`src/rtl/alu_scheduler.sv`:
```
// Round-robin arbiter that shares one combinational ALU among NREQ valid/ready requesters
// and returns each result on a single response channel tagged with the requester id.
module alu_scheduler #(
    parameter int bits = 4,
    parameter int NREQ = 3,
    localparam int IDW = $clog2(NREQ)
) (
    input  logic                 clk,
    input  logic                 rst_n,
    input  logic [NREQ-1:0]      req_valid,
    output logic [NREQ-1:0]      req_ready,
    input  logic [4*NREQ-1:0]    req_op,
    input  logic [bits*NREQ-1:0] req_a,
    input  logic [bits*NREQ-1:0] req_b,
    output logic [bits-1:0]      alu_a,
    output logic [bits-1:0]      alu_b,
    output logic [bits-1:0]      alu_c,
    output logic [3:0]           alu_control,
    input  logic [bits-1:0]      alu_result,
    input  logic [3:0]           alu_flags,
    output logic                 rsp_valid,
    input  logic                 rsp_ready,
    output logic [IDW-1:0]       rsp_id,
    output logic [bits-1:0]      rsp_result,
    output logic [3:0]           rsp_flags,
    output logic                 rsp_err
);

    // state | meaning
    // IDLE  | waiting for a request; grant offered combinationally
    // EXEC  | latched operands on the ALU; result captured at the edge
    // RESP  | response held on rsp_* until rsp_valid & rsp_ready
    typedef enum logic [1:0] {IDLE, EXEC, RESP} state_t;

    state_t         state;
    logic [IDW-1:0] ptr;
    logic [IDW-1:0] gnt_id;
    logic [IDW-1:0] ptr_nxt;
    logic           gnt_any;
    logic [3:0]     sel_op;
    logic [bits-1:0] sel_a;
    logic [bits-1:0] sel_b;

    function automatic logic op_legal(input logic [3:0] op);
        case (op)
            4'b0100, 4'b0010, 4'b0000, 4'b1100, 4'b1111, 4'b0001: op_legal = 1'b1;
            default:                                               op_legal = 1'b0;
        endcase
    endfunction

    // Lowest valid index at or above ptr wins; otherwise wrap to the lowest valid index.
    always_comb begin
        gnt_any = |req_valid;
        gnt_id  = '0;
        for (int i = NREQ - 1; i >= 0; i--)
            if (req_valid[i]) gnt_id = IDW'(i);
        for (int i = NREQ - 1; i >= 0; i--)
            if (req_valid[i] && (IDW'(i) >= ptr)) gnt_id = IDW'(i);
        sel_op = '0;
        sel_a  = '0;
        sel_b  = '0;
        for (int i = 0; i < NREQ; i++) begin
            if (IDW'(i) == gnt_id) begin
                sel_op = req_op[4*i +: 4];
                sel_a  = req_a[bits*i +: bits];
                sel_b  = req_b[bits*i +: bits];
            end
        end
    end

    assign ptr_nxt = (gnt_id == IDW'(NREQ - 1)) ? '0 : gnt_id + 1'b1;
    assign alu_c   = '0;

    always_comb begin
        req_ready = '0;
        if (rst_n && (state == IDLE) && gnt_any) req_ready[gnt_id] = 1'b1;
    end

    always_ff @(posedge clk or negedge rst_n) begin
        if (!rst_n) begin
            state       <= IDLE;
            ptr         <= '0;
            alu_a       <= '0;
            alu_b       <= '0;
            alu_control <= '0;
            rsp_valid   <= 1'b0;
            rsp_id      <= '0;
            rsp_result  <= '0;
            rsp_flags   <= '0;
            rsp_err     <= 1'b0;
        end else begin
            case (state)
                IDLE: begin
                    if (gnt_any) begin
                        alu_a       <= sel_a;
                        alu_b       <= sel_b;
                        alu_control <= sel_op;
                        rsp_id      <= gnt_id;
                        ptr         <= ptr_nxt;
                        if (op_legal(sel_op)) begin
                            state <= EXEC;
                        end else begin
                            state      <= RESP;
                            rsp_valid  <= 1'b1;
                            rsp_err    <= 1'b1;
                            rsp_result <= '0;
                            rsp_flags  <= '0;
                        end
                    end
                end
                EXEC: begin
                    rsp_result <= alu_result;
                    rsp_flags  <= alu_flags;
                    rsp_err    <= 1'b0;
                    rsp_valid  <= 1'b1;
                    state      <= RESP;
                end
                RESP: begin
                    if (rsp_ready) begin
                        rsp_valid <= 1'b0;
                        state     <= IDLE;
                    end
                end
                default: state <= IDLE;
            endcase
        end
    end

endmodule

```
`config.mk`:
```
export PLATFORM = sky130hd
export DESIGN_NAME = alu_scheduler
export DESIGN_NICKNAME = d
export VERILOG_FILES = /design/src/rtl/alu_scheduler.sv
export SDC_FILE = /design/constraint.sdc
export NUM_CORES = 1
export LEC_CHECK = 0
export CORE_MARGIN = 2
export CORE_UTILIZATION = 44
export CTS_CLUSTER_DIAMETER = 150
export DETAILED_ROUTE_END_ITERATION = 10
export PLACE_DENSITY = 0.95
export SYNTH_ARGS = -nofsm -noshare
export SYNTH_HDL_FRONTEND = slang
export SYNTH_SLANG_ARGS = --single-unit
```
`constraint.sdc`:
```
create_clock -name clk -period 3.3 [get_ports clk]
set_input_delay 0.66 -clock clk [delete_from_list [all_inputs] [get_ports clk]]
set_output_delay 0.66 -clock clk [all_outputs]
set_load 0.03 [all_outputs]
```
==> run summary <==
Post-synth ARST share -> 100.0%
dpl ws -> 0.07002 ns
Die Width -> 65.75 um
switch share -> 44.09%
drt initial violations -> 70
sw power -> 0.9610 mW
worst vdd ir -> 0.0003812 V
number of global-route vias before repair -> 1568
Via density -> 5.134
total number of vias -> 1612
Synth Flop Type -> dfrtp_1
crit-path leading delay family -> buffers and inverters
Synth Warn # -> 0
Slew HR -> 65.78%
later-pin clock latency in the skew report -> 0.27 ns
Die H -> 65.75 um
Port Buffers -> 76
Worst Skew -> 0.003102 ns
Worst path max stage delay -> 0.69 ns
Critical Path Most Common Cell -> clkdlybuf4s50_1
Total Power -> 2.180 mW
Initial Utilization -> 45.83%
maxcap violations -> 0
Tot GR Track Use -> 21.59%
Hold-fix buffers, CTS -> 0
Most Crowded Layer GR -> met2
global-route wire length before repair -> 7.251 mm
total internal power -> 1.219 mW
placed insts -> 310
Setup crit end kind -> output pin
Worst EP arrival -> 2.52 ns
Worst EP required -> 2.64 ns
layout cell share with drive strength beyond 1 -> 15.41%
fmax -> 314.9 MHz
Area Overhead vs Synth -> 53.92%
sequential cell area fraction in the yosys report -> 41.76%
DRC viols -> 0
CTS buffer count -> 3
root buf cell -> clkbuf_8
post-route insts no fill -> 314
Cell variety after synth -> 44
final hold slack -> 0.4930 ns
Clk pin slew, worst setup/hold paths -> 0.10 ns
syn avg cell area -> 9.070 um^2
Mapped Area -> 0.001678 mm^2
Pwr Density -> 844.0 mW/mm^2
slowest CP cell -> clkdlybuf4s50_1
gpl congestion -> 0.8917
GR Layer Usage met1 -> 25.93%
global route overflow -> 0
Final Cell Area -> 0.002582 mm^2
Clk pwr share -> 12.4%
CTS tree -> built
largest net degree at the start of global routing -> 33
n_diodes -> 0
met3 usage -> 5.137%
crit path buf inv count -> 3
crit-path cells -> clkdlybuf4s50_1 > inv_2 > o211ai_2 > nand3_1 > nor2_1 > clkdlybuf4s50_1
hold crit path type -> register to register
DRT antenna net count -> 0
leakage power -> 1.119 nW
core box area -> 0.003661 mm^2
Worst-Margin Slew -> 0.5133 ns
H-tree lvl count -> 1
Synth top cells by count -> nor2_1 (35), dfrtp_1 (28), nand2_1 (22), a21oi_1 (12), o21ai_1 (11)
initial antenna violation count -> 0
Yosys top cell area share -> 41.76%
critical path fanouts, max -> 7
number of I/O pins -> 81
1st-pass router iterations -> 4
Area contributors post-synth -> dfrtp_1 (42%), nor2_1 (7.8%), nand2_1 (4.9%)
Cells after Synth -> 185
period utilisation layout -> 96.23%
HPWL after detailed placement -> 3.383 mm
largest area contributor in the netlist -> dfrtp_1
Seq pwr share -> 27.5%
most frequent cell after synthesis -> nor2_1
Max Buffers Root-to-Sink -> 2
setup bufs post-CTS -> 0
post-cts resize count -> 0
Setup Viol. Count Final -> 0
combinational share of power -> 60.1%
EDFF count, synth -> 0
Worst Slack Setup Final -> 0.1245 ns
CP startpoint kind -> input port
post-layout util -> 70.54%
row count -> 22
setup_tns -> 0 ns
minimum clock period -> 3.175 ns
Slew Viols, Final -> 0
Net count, final -> 317
Routed WL -> 4.285 mm
die area -> 0.004323 mm^2
WL/cell -> 13.65 um
Final Hold Viols -> 0
critical path class -> input port to output pin
status -> finished, final reports clean
GR Layer Usage met2 -> 39.65%
Placed Area -> 0.002504 mm^2
Synth Register Bits -> 28
RSZ-0062 raised after global routing -> false
Clock Sinks -> 28
-- area by class of cell --
type,count,area (um^2)
clock buffers,3,41.29
fillers,314,1079
inverters,8,30.03
flip-flops and latches,28,700.7
well taps,48,60.06
repair buffers,86,830.8
multi-input cells,140,889.6
clock inverters,1,30.03
-- placed cells by master (no fill, tap or decap), types with 7 or more instances in the layout --
cell type	n
a21oi_1	12
nor2_1	35
clkdlybuf4s50_1	74
o21ai_1	11
mux2i_1	8
nor3_2	7
nand2_1	22
inv_1	7
dfrtp_1	28
buf_4	12
-- routing by layer --
metal / vias to the layer above / routed length (um)
li1: 799 / -
met1: 748 / 1689
met2: 63 / 2249
met3: 2 / 336
met4: 0 / 9
met5: - / 0
-- sequential cells by signal (all words and copies together) (netlist names) --
| signal | cells |
|---|---|
| rsp_flags | 4 |
| ptr | 2 |
| alu_control | 4 |
| rsp_valid | 1 |
| rsp_result | 4 |
| alu_b | 4 |
| rsp_id | 2 |
| rsp_err | 1 |
| alu_a | 4 |
| state | 2 |
-- worst reg2reg max path, cell delays in order (launching register included) --
cell	delay, ns
dfrtp_1	0.45
nand3b_2	0.31
o211ai_2	0.13
buf_4	0.25
o221a_2	0.29
a21oi_4	0.09
a32oi_1	0.25
o21ba_1	0.49
nor3_2	0.11
-- logic make-up (layout without fill, tap and decap cells) --
family,Yosys count,count (layout),share of synthesized area (%)
flip-flops,28,28,41.76
other,1,4,0.2235
AND/OR/NAND/NOR,77,77,23.49
buffers and inverters,20,98,6.338
multiplexers,9,9,5.444
AO/OA/AOI/OAI,50,50,22.74
-- power by group through the flow --
stage               logic (mW)  registers, mW  clock network (mW)
global route              1.43          0.620               0.289
floorplan                0.614          0.830                   0
finish                    1.31          0.599               0.271
detailed placement        1.31          0.603                   0
CTS                       1.32          0.598               0.274
global placement          1.28          0.594                   0
-- path summary, 6_finish.rpt --
path | startpoint | endpoint | slack [ns] | cells past startpoint
setup / recovery | req_valid[0] | req_ready[0] | 0.12 | 6
hold / removal | alu_control[3] | alu_control[3] | 0.49 | 2
setup reg to reg | ptr[0] | rsp_flags[3] | 0.81 | 8
hold reg to reg | alu_control[3] | alu_control[3] | 0.49 | 2
max in group asynchronous | rst_n | rsp_id[0] | 2.18 | 2
min in group asynchronous | rst_n | state[1] | 0.86 | 2
(Power assumes the default switching activity.)
